## src/rtl/song_reader.sv

```systemverilog
// Song sequencer: walks a song ROM ({song, idx} addressed, synchronous read)
// and hands note/duration pairs to the note player one at a time.
module song_reader (
    input  logic        clk,
    input  logic        reset,
    input  logic        play,
    input  logic [1:0]  song,
    input  logic        note_done,
    output logic [6:0]  rom_addr,
    input  logic [11:0] rom_dout,
    output logic [5:0]  note_to_load,
    output logic [5:0]  duration_to_load,
    output logic        load_new_note,
    output logic        song_done
);

    typedef enum logic [2:0] {
        S_IDLE    = 3'd0,
        S_FETCH   = 3'd1,
        S_DECODE  = 3'd2,
        S_LOAD    = 3'd3,
        S_WAIT    = 3'd4,
        S_ADVANCE = 3'd5,
        S_END     = 3'd6
    } state_t;

    state_t      state_q, state_d;
    logic [4:0]  idx_q, idx_d;
    logic [1:0]  song_q, song_d;
    logic [6:0]  rom_addr_q, rom_addr_d;
    logic [5:0]  note_q, note_d;
    logic [5:0]  dur_q, dur_d;
    logic        load_q, load_d;
    logic        done_q, done_d;

    // Next-state and next-output computation; a song change beats a pause, which beats sequencing.
    always_comb begin
        state_d = state_q;
        idx_d   = idx_q;
        song_d  = song_q;
        note_d  = note_q;
        dur_d   = dur_q;
        if (song != song_q) begin
            song_d  = song;
            idx_d   = 5'd0;
            state_d = S_IDLE;
        end else if (!play) begin
            state_d = S_IDLE;
        end else begin
            case (state_q)
                S_IDLE:   state_d = S_FETCH;
                S_FETCH:  state_d = S_DECODE;
                S_DECODE: begin
                    if (rom_dout[5:0] == 6'd0) begin
                        idx_d   = 5'd0;
                        state_d = S_END;
                    end else begin
                        note_d  = rom_dout[11:6];
                        dur_d   = rom_dout[5:0];
                        state_d = S_LOAD;
                    end
                end
                S_LOAD:   state_d = S_WAIT;
                S_WAIT: begin
                    if (note_done) begin
                        state_d = S_ADVANCE;
                    end else begin
                        state_d = S_WAIT;
                    end
                end
                S_ADVANCE: begin
                    if (idx_q == 5'd31) begin
                        idx_d   = 5'd0;
                        state_d = S_END;
                    end else begin
                        idx_d   = idx_q + 5'd1;
                        state_d = S_FETCH;
                    end
                end
                S_END:    state_d = S_END;
                default:  state_d = S_IDLE;
            endcase
        end
        rom_addr_d = {song_d, idx_d};
        load_d     = (state_d == S_LOAD);
        done_d     = (state_d == S_END);
    end

    // State and registered outputs.
    always_ff @(posedge clk or negedge reset) begin
        if (!reset) begin
            state_q    <= S_IDLE;
            idx_q      <= 5'd0;
            song_q     <= 2'd0;
            rom_addr_q <= 7'd0;
            note_q     <= 6'd0;
            dur_q      <= 6'd0;
            load_q     <= 1'b0;
            done_q     <= 1'b0;
        end else begin
            state_q    <= state_d;
            idx_q      <= idx_d;
            song_q     <= song_d;
            rom_addr_q <= rom_addr_d;
            note_q     <= note_d;
            dur_q      <= dur_d;
            load_q     <= load_d;
            done_q     <= done_d;
        end
    end

    assign rom_addr         = rom_addr_q;
    assign note_to_load     = note_q;
    assign duration_to_load = dur_q;
    assign load_new_note    = load_q;
    assign song_done        = done_q;

endmodule
```

## config.mk

```make
export PLATFORM = sky130hd
export DESIGN_NAME = song_reader
export DESIGN_NICKNAME = d
export VERILOG_FILES = /design/src/rtl/song_reader.sv
export SDC_FILE = /design/constraint.sdc
export NUM_CORES = 1
export LEC_CHECK = 0
export BUFFER_PORTS_ARGS = -buffer_cell sky130_fd_sc_hd__buf_2
export CORE_AREA = 2 2 61 57
export CTS_CLUSTER_SIZE = 24
export DETAILED_ROUTE_END_ITERATION = 6
export DIE_AREA = 0 0 63 59
export PLACE_DENSITY = 0.64
export SYNTH_ARGS = -nofsm -noshare
export SYNTH_HDL_FRONTEND = slang
export SYNTH_SLANG_ARGS = --single-unit
```

## constraint.sdc

```tcl
create_clock -name clk -period 5.3 [get_ports clk]
set_input_delay 1.06 -clock clk [delete_from_list [all_inputs] [get_ports clk]]
set_output_delay 1.06 -clock clk [all_outputs]
set_load 0.1 [all_outputs]
```

Word level (Yosys, flattened, before mapping):

Cells that the tools add are included.

* shift-type cells: 0
* div/mod/pow operators: 0
* reduce and logical (&&, ||, !) cells: 3
* equal/unequal tests: 10
* bitwise logic cells: 2
* add/subtract/negate cells: 1
* multiply operators: 0
* multiplexer cells: 12
* $lt $le $gt $ge: 0

Operators with widths (number)
* $pmux 3 s7: 1
* $mux 5: 4
* $eq 3x3->1 const B: 4
* $mux 3: 4
* $pmux 5 s2: 1
* $eq 3x2->1 const B: 3
* $logic_not 6->1: 1
* $add 5x1->5 const B: 1
* $eq 5x5->1 const B: 1
* $reduce_and 4->1: 1
* $eq 3x1->1 const B: 1
* $logic_not 3->1: 1
* $mux 2: 1
* $ne 2x2->1: 1
* $not 1->1: 2
* $mux 1: 1

* memories kept: 0
* bits in latches: 0
* register bits: 31
* memory bits (writable): 0
* bits in read-only memories: 0
* input bits: 18

Logic depth before layout (Yosys ltp):

Gate-level depths: netlist (run 1).

* depth in word-level cells: 6
* depth in mapped cells: 7
* gate-level depth less buffers: 7

Least setup slack after synthesis (run 1):

OpenSTA, ideal clock, no wires.

* path type: in2reg
* from: input port song[0]
* to: register dur_q[0] (netlist: duration_to_load[0])
* data required time: 5.175 ns
* path slack: 2.753 ns
* path buffers: 2
* setup time: 0.125 ns
* cell stages on the path: 6
* arrival: 2.421 ns
* cell sequence: xnor2_2 -> nand3_2 -> or4b_4 -> buf_6 -> buf_12 -> mux2_4

* word-level cells in the longest chain between the ends: 3

RTL lines
* from (decl): line 7 `input logic [1:0] song,`
* $ne 2x2->1: line 43 `if (song != song_q) begin`
* $not 1->1 (no source line)
* $reduce_and 4->1 (no source line)
* to (signal assigned): line 106 `dur_q <= dur_d;`
* to (decl): line 32 `logic [5:0] dur_q, dur_d;`

No other way between the ends.
A chain may end at the register's enable or synchronous reset.

Final worst setup path (run 1):

* from: input port rom_dout[1]
* to: register dur_q[4] (netlist: duration_to_load[4])

* word-level cells in the longest chain between the ends: 3

RTL lines
* from (decl): line 10 `input logic [11:0] rom_dout,`
* $logic_not 6->1: line 54 `if (rom_dout[5:0] == 6'd0) begin`
* $not 1->1 (no source line)
* $reduce_and 4->1 (no source line)

No other way between the ends.

==> results of run 1 <==
==> Yosys cell counts, drive strengths merged, types with 3 or more instances <==
| library cell | count | area (um^2) |
|---|---|---|
| buf | 3 | 36.28 |
| nor2 | 9 | 33.78 |
| clkbuf | 4 | 16.26 |
| dfrtp | 24 | 600.6 |
| nor2b | 3 | 18.77 |
| mux2 | 12 | 168.9 |
| nand3 | 3 | 20.02 |
| a21oi | 6 | 30.03 |
| a22o | 3 | 26.28 |
==> sequential cells by signal, indices dropped and copies added (netlist names) <==
register and flops:
duration_to_load 6, load_new_note 1, note_to_load 6, state_q 3
rom_addr 7, song_done 1
==> cell type report <==
class | instances | area [um^2] | area share
clock buffer | 3 | 22.52 | 0.01592
clock inverter | 1 | 30.03 | 0.02122
inverter | 1 | 3.754 | 0.002653
multi-input combinational | 61 | 515.5 | 0.3643
sequential | 24 | 600.6 | 0.4244
tap | 42 | 52.55 | 0.03714
timing repair buffer | 38 | 190.2 | 0.1344
==> critical path, cell delays in order <==
cell,delay [ns]
buf_2,0.11
nor4_1,0.51
and2_1,0.27
or4b_4,0.29
mux2_2,0.36
==> layer usage <==
metal  GRT usage  routed length [um]  vias to the layer above
met5           0                   0                        -
met4     0.03810                  20                        0
met3     0.03612                 177                        4
met2      0.2052                1006                       35
met1      0.1600                1014                      433
li1            -                   -                      404
==> power groups by stage <==
stage	Clock, mW	Sequential (mW)	Combinational (mW)
after floorplan	0	0.261	0.0212
after global placement	0	0.201	0.103
after detailed placement	0	0.201	0.104
after CTS	0.138	0.198	0.104
after global routing	0.145	0.199	0.107
final	0.134	0.198	0.103
==> logic make-up after synthesis <==
| family | Yosys count | share of synthesized area |
|---|---|---|
| flops | 24 | 0.5123 |
| buf+inv | 8 | 0.04801 |
| mux | 12 | 0.1441 |
| fa+ha+maj | 2 | 0.02134 |
| compound gates | 17 | 0.09606 |
| xor+xnor | 2 | 0.02775 |
| simple gates | 28 | 0.1505 |
==> cells in the final DEF, fill, tap and decap left out, types with 2 or more instances in the layout <==
cell type / netlist / final
nand3_1: 2 / 2
buf_2: 1 / 38
nor2b_1: 3 / 3
a22o_1: 3 / 3
a21oi_1: 6 / 6
mux2_2: 3 / 3
nor2_1: 9 / 9
nand2b_1: 2 / 2
a21o_1: 2 / 2
dfrtp_1: 24 / 24
ha_1: 2 / 2
o21ai_0: 2 / 2
xnor2_2: 2 / 2
mux2_4: 9 / 9
clkbuf_4: 0 / 3
==> metrics by stage <==
stage	hold WS [ns]	instances
2_1_floorplan	0.5915	93
3_3_place_gp	0.4856	166
3_5_place_dp	0.4907	166
4_1_cts	0.5241	170
5_1_grt	0.5367	170
6_report	0.5222	170
==> how the worst max path moves through the flow <==
stage / depth (start not counted) / to / slack [ns]
after floorplan: 6 / duration_to_load[0] / 2.75
after global placement: 5 / note_to_load[5] / 2.64
after detailed placement: 5 / duration_to_load[4] / 2.58
after CTS: 5 / duration_to_load[4] / 2.93
after global routing: 5 / duration_to_load[4] / 2.84
final: 5 / duration_to_load[4] / 2.91
==> impl_metrics.toml, run 1 <==
[layout]
fill_cells = 292
final_core_util = 0.4687
drive_gt1_frac = 0.4531
final_nets = 149
fin_area_mm2 = 0.001415
syn2layout_area_growth_pct = 20.70
num_antenna_cells = 0

[sta]
period_needed_ns = 2.392
slew_viol_final = 0
finalSetupTns_ns = 0
fin_crit_sh = 0.4514
clock.fmax_mhz = 418.0
worst_pin_slew_ns = 0.5406
slew_headroom = 0.6363
fin_ws_ns = 2.908
rsz0062_at_grt = "no"
finalClockSkew_ns = 0.01378
setup_violations = 0
hold_viol = 0

[clock_tree]
cts_buffers = 3
cts_tree = "done"
htree_levels = 1
cts-root-buf = "clkbuf_4"
clockBufferDepth = 2
hold_buffers = 0
cts.clk_slew.worst_paths_ns = 0.12
cts_sinks = 24
cts_setup_buffers = 0
post_cts_resized = 0
clkLatencyLatePin_ns = 0.32

[die]
ios = 39
chipWidth_um = 63
coreArea_mm2 = 0.003019
start_util = 0.3883
rows = 19
die-height_um = 59
die-area_mm2 = 0.003717

[logic_synthesis]
ys_seq_area_frac = 0.5123
ys_warn_count = 0
ys_ff_latch = 24
ys_async_sr_fraction = 1.000
syn_area_per_cell_um2 = 12.61
synthFlopType = "dfrtp_1"
syn_nets = 113
synth_cell_type_count = 35
synth_edf_count = 0
netlist_area_mm2 = 0.001172
netlist_instances = 93

[global_routing]
grt_max_degree = 25
grt_pass1_vias = 815
grt.overflow.total = 0
grt_pass1_wl_mm = 3.643
grt_usage = 0.1243
antenna_found_initial = 0

[min_path]
min-delay-path-class = "reg2reg"
min_path_cells = 1
holdPathEnd = "duration_to_load[5]"
hp-start = "duration_to_load[5]"

[drt]
avgRoutedWirePerCell_um = 13.05
dr_total_vias = 876
wirelength_mm = 2.218
ant_nets = 0
remaining_drc_errors = 0
firstDrtPassIters = 4
vias_per_cell = 5.153
drt-initial-drc-count = 28

[pwr]
p_clk_frac = 0.307
p_total_mw = 0.4348
peakVddDrop_v = 0.0001120
comb_power_share = 0.238
seqPwrFrac = 0.455
leakage_nw = 0.7982
p_sw_frac = 0.3283
p_switching_mw = 0.1427
cellPowerDensity_mw_per_mm2 = 307.2
p_int_mw = 0.2920

[critical_path]
worstRegToRegCells = 4
r2r_setup_slack_ns = 3.37
crit_required_ns = 5.51
start_kind = "primary input"
worstSetupPathType = "in2reg"
worst-endpoint-arrival_ns = 2.60
timing.rr.start = "rom_addr[5]"
cp-startpoint = "rom_dout[1]"
r2r-end = "note_to_load[1]"
cp-end-kind = "flop"
cp_max_fo = 13

[place]
gp_congestion = 0.7196
place_area_mm2 = 0.001363
preCtsSetupSlack_ns = 2.583
dp_hpwl_mm = 1.686
numPortBuffers = 38

[status]
status = "finished clean"

[job]
cap_violations = 0
No activity file was read; power rests on OpenSTA's default activity.
==> run 2: changes to the inputs <==
--- a/config.mk
+++ b/config.mk
@@ -10,7 +10,7 @@
 export CTS_CLUSTER_SIZE = 24
 export DETAILED_ROUTE_END_ITERATION = 6
 export DIE_AREA = 0 0 63 59
-export PLACE_DENSITY = 0.64
+export PLACE_DENSITY = 0.67
 export SYNTH_ARGS = -nofsm -noshare
 export SYNTH_HDL_FRONTEND = slang
 export SYNTH_SLANG_ARGS = --single-unit
==> constraint.sdc (replaced) <==
create_clock -name clk -period 2.2 [get_ports clk]
set_input_delay 0.44 -clock clk [delete_from_list [all_inputs] [get_ports clk]]
set_output_delay 0.44 -clock clk [all_outputs]
set_load 0.1 [all_outputs]
==> impl_metrics.toml, run 2 (synthesis gave the netlist of run 1 again) <==
[global_routing]
grt_max_degree = 25
antenna_found_initial = 0
grt_usage = 0.1338
grt_pass1_wl_mm = 3.877
grt_pass1_vias = 860
grt.overflow.total = 0

[pwr]
cellPowerDensity_mw_per_mm2 = 731.0
peakVddDrop_v = 0.0003289
leakage_nw = 0.8017

[drt]
vias_per_cell = 5.035
firstDrtPassIters = 4
ant_nets = 0
remaining_drc_errors = 0
dr_total_vias = 861
wirelength_mm = 2.201
drt-initial-drc-count = 25
avgRoutedWirePerCell_um = 12.87

[layout]
final_common_cell = "buf_2"
final_core_util = 0.4737
largest_register_ffs = 7
final_nets = 150
syn2layout_area_growth_pct = 21.98
drive_gt1_frac = 0.4729
num_antenna_cells = 0
final_cell_mix = "buf_2, dfrtp_1, nor2_1, mux2_4, a21oi_1"

[sta]
hold_viol = 0
finalSetupTns_ns = 0
fin_ws_ns = 0.1936
period_needed_ns = 2.006
hold_slack_ns = 0.07459
worst_pin_slew_ns = 0.5151
finalClockSkew_ns = 0.002562
slew_headroom = 0.6566
setup_violations = 0
fin_crit_sh = 0.9120
slew_viol_final = 0
clock.fmax_mhz = 498.4
rsz0062_at_grt = "no"

[clock_tree]
clkLatencyLatePin_ns = 0.31
cts.clk_slew.worst_paths_ns = 0.13
cts_tree = "done"
clockBufferDepth = 2
hold_buffers = 0
cts_buffers = 3
cts_setup_buffers = 0
post_cts_resized = 0
cts-root-buf = "clkbuf_4"
cts_sinks = 24
htree_levels = 1

[die]
coreArea_mm2 = 0.003019
die-area_mm2 = 0.003717
start_util = 0.3883
chipWidth_um = 63
rows = 19
ios = 39
die-height_um = 59

[critical_path]
cp_max_fo = 13
crit_required_ns = 2.41
worstSetupPathType = "reg2reg"
start_kind = "flop"
cp-end-kind = "flop"
worst-endpoint-arrival_ns = 2.22
r2r_setup_slack_ns = 0.19

[place]
numPortBuffers = 38
gp_congestion = 0.7450
dp_hpwl_mm = 1.662
preCtsSetupSlack_ns = 0.1459

[status]
status = "finished clean"

[job]
cap_violations = 0

[min_path]
min-delay-path-class = "in2async"
run 2: changes by cell type in the layout (fill, tap and decap cells not counted):
cell	delta
buf_4	+1
dfrtp_1	-2
dfrtp_4	+2
run 2: final cells by class:
class / instances / area, um^2
Inverter: 1 / 3.754
Clock inverter: 1 / 30.03
Tap cell: 42 / 52.55
Sequential cell: 24 / 608.1
Timing Repair Buffer: 39 / 197.7
Clock buffer: 3 / 22.52
Multi-Input combinational cell: 61 / 515.5
Fill cell: 288 / 1589
run 2: worst paths after layout:
| path | depth (start not counted) | from | endpoint |
|---|---|---|---|
| min in group clk | 1 | song[1] | rom_addr[6] |
| worst max-delay path | 4 | rom_addr[5] | note_to_load[1] |
| worst max register to register | 4 | rom_addr[5] | note_to_load[1] |
| max in group asynchronous | 1 | reset | rom_addr[6] |
| worst min register to register | 1 | duration_to_load[5] | duration_to_load[5] |
| worst min-delay path | 1 | reset | note_to_load[2] |
run 2: per-stage QoR:
| step | power, mW | instances | cell area (um^2) |
|---|---|---|---|
| floorplan | 0.6823 | 93 | 1180 |
| global placement | 0.7346 | 167 | 1378 |
| detailed placement | 0.7370 | 167 | 1378 |
| CTS | 1.062 | 171 | 1430 |
| global route | 1.099 | 171 | 1430 |
| finish | 1.045 | 171 | 1430 |
run 2: report_power, final:
| part | switching (mW) | internal, mW |
|---|---|---|
| Clock | 0.135 | 0.184 |
| Combinational | 0.191 | 0.0573 |
| Sequential | 0.0146 | 0.464 |
run 2: critical path, stage by stage (launching register included):
cell	delay, ns
dfrtp_4	0.51
xnor2_2	0.19
nand3_2	0.17
or4b_4	0.69
mux2_4	0.34
run 2: metal layers:
layer | track usage | share of wire
met2 | 0.2158 | 0.43
met3 | 0.04753 | 0.094
met5 | 0 | 0
met4 | 0.05714 | 0.015
met1 | 0.1646 | 0.46
==> run 3: changes to the inputs <==
--- a/config.mk
+++ b/config.mk
@@ -10,7 +10,7 @@
 export CTS_CLUSTER_SIZE = 24
 export DETAILED_ROUTE_END_ITERATION = 6
 export DIE_AREA = 0 0 63 59
-export PLACE_DENSITY = 0.67
+export PLACE_DENSITY = 0.64
 export SYNTH_ARGS = -nofsm -noshare
 export SYNTH_HDL_FRONTEND = slang
 export SYNTH_SLANG_ARGS = --single-unit
==> impl_metrics.toml, run 3 (synthesis gave the netlist of run 1 again) <==
[sta]
slew_headroom = 0.6399
fin_ws_ns = 0.2963
setup_violations = 0
slew_viol_final = 0
finalClockSkew_ns = 0.006700
finalSetupTns_ns = 0
rsz0062_at_grt = "no"
hold_slack_ns = 0.07067
hold_viol = 0
fin_crit_sh = 0.8653
clock.fmax_mhz = 525.3
period_needed_ns = 1.904
worst_pin_slew_ns = 0.5401

[pwr]
leakage_nw = 0.8060
cellPowerDensity_mw_per_mm2 = 730.4
peakVddDrop_v = 0.0004213

[layout]
final_cell_mix = "buf_2, dfrtp_1, nor2_1, mux2_4, a21oi_1"
largest_register_ffs = 7
drive_gt1_frac = 0.4769
final_nets = 151
fill_cells = 292
num_antenna_cells = 0
final_core_util = 0.4762
syn2layout_area_growth_pct = 22.63
final_common_cell = "buf_2"

[status]
status = "finished clean"

[die]
die-area_mm2 = 0.003717
chipWidth_um = 63
rows = 19
die-height_um = 59
coreArea_mm2 = 0.003019
start_util = 0.3883
ios = 39

[critical_path]
cpPeakStageDelay_ns = 0.66
crit_required_ns = 2.43
crit_slowest_cell = "or4b_4"
critPathTopFamily = "simple AND/OR/NAND/NOR gates"
worst-endpoint-arrival_ns = 2.13
cp-end-kind = "flop"
start_kind = "flop"
worstSetupPathType = "reg2reg"
crit_buf_inv = 0
cp_max_fo = 13
worstPathCellList = "xnor2_2 -> nand3_2 -> or4b_4 -> mux2_4"

[global_routing]
grt_max_degree = 25
grt_pass1_wl_mm = 3.843
grt.overflow.total = 0
antenna_found_initial = 0
grt_usage = 0.1383
grt_pass1_vias = 844

[place]
dp_hpwl_mm = 1.695
gp_congestion = 0.7507
preCtsSetupSlack_ns = 0.2245
numPortBuffers = 38

[clock_tree]
post_cts_resized = 0
cts_setup_buffers = 0
cts_tree = "done"
clockBufferDepth = 2
clkLatencyLatePin_ns = 0.33
cts_sinks = 24
cts_buffers = 3
hold_buffers = 0
htree_levels = 1
cts.clk_slew.worst_paths_ns = 0.13
cts-root-buf = "clkbuf_4"

[drt]
ant_nets = 0
dr_total_vias = 855
wirelength_mm = 2.280
firstDrtPassIters = 4
drt-initial-drc-count = 42
avgRoutedWirePerCell_um = 13.26
vias_per_cell = 4.971
remaining_drc_errors = 0

[min_path]
min-delay-path-class = "in2async"

[job]
cap_violations = 0
run 3: cell count changes in the layout (fill, tap and decap cells not counted), sizes merged:
cell	delta
buf	+1
run 3: worst paths after layout:
| kind | start | end | slack (ns) | cells after the start |
|---|---|---|---|---|
| worst max-delay path | rom_addr[5] | duration_to_load[2] | 0.30 | 4 |
| worst min-delay path | reset | note_to_load[2] | 0.07 | 1 |
| worst max register to register | rom_addr[5] | duration_to_load[2] | 0.30 | 4 |
| worst min register to register | note_to_load[5] | note_to_load[5] | 0.52 | 1 |
| max in group asynchronous | reset | rom_addr[5] | 1.71 | 1 |
| min in group clk | song[1] | rom_addr[6] | 0.26 | 1 |
run 3: metal layers:
layer | GRT usage | share of wire
met1 | 0.1742 | 0.48
met2 | 0.2128 | 0.44
met3 | 0.05133 | 0.065
met4 | 0.06667 | 0.019
met5 | 0 | 0
run 3: area by class of cell:
| type | instances | area, um^2 | share of cell area |
|---|---|---|---|
| timing repair buffer | 40 | 205.2 | 0.1427 |
| tap | 42 | 52.55 | 0.03655 |
| clock inverter | 1 | 30.03 | 0.02089 |
| inverter | 1 | 3.754 | 0.002611 |
| multi-input combinational | 61 | 515.5 | 0.3586 |
| sequential | 24 | 608.1 | 0.4230 |
| clock buffer | 3 | 22.52 | 0.01567 |
run 3: through the flow:
stage | total power, mW | std cells | cell area [um^2]
6_report | 1.050 | 172 | 1438
5_1_grt | 1.096 | 172 | 1438
4_1_cts | 1.064 | 172 | 1438
3_5_place_dp | 0.7391 | 168 | 1385
3_3_place_gp | 0.7363 | 168 | 1385
2_1_floorplan | 0.6823 | 93 | 1180
run 3: power breakdown:
part / switching (mW) / leakage (nW) / internal [mW] / total, mW
logic: 0.192 / 0.452 / 0.0588 / 0.251
clock network: 0.137 / 0.0279 / 0.185 / 0.321
registers: 0.0142 / 0.326 / 0.464 / 0.478
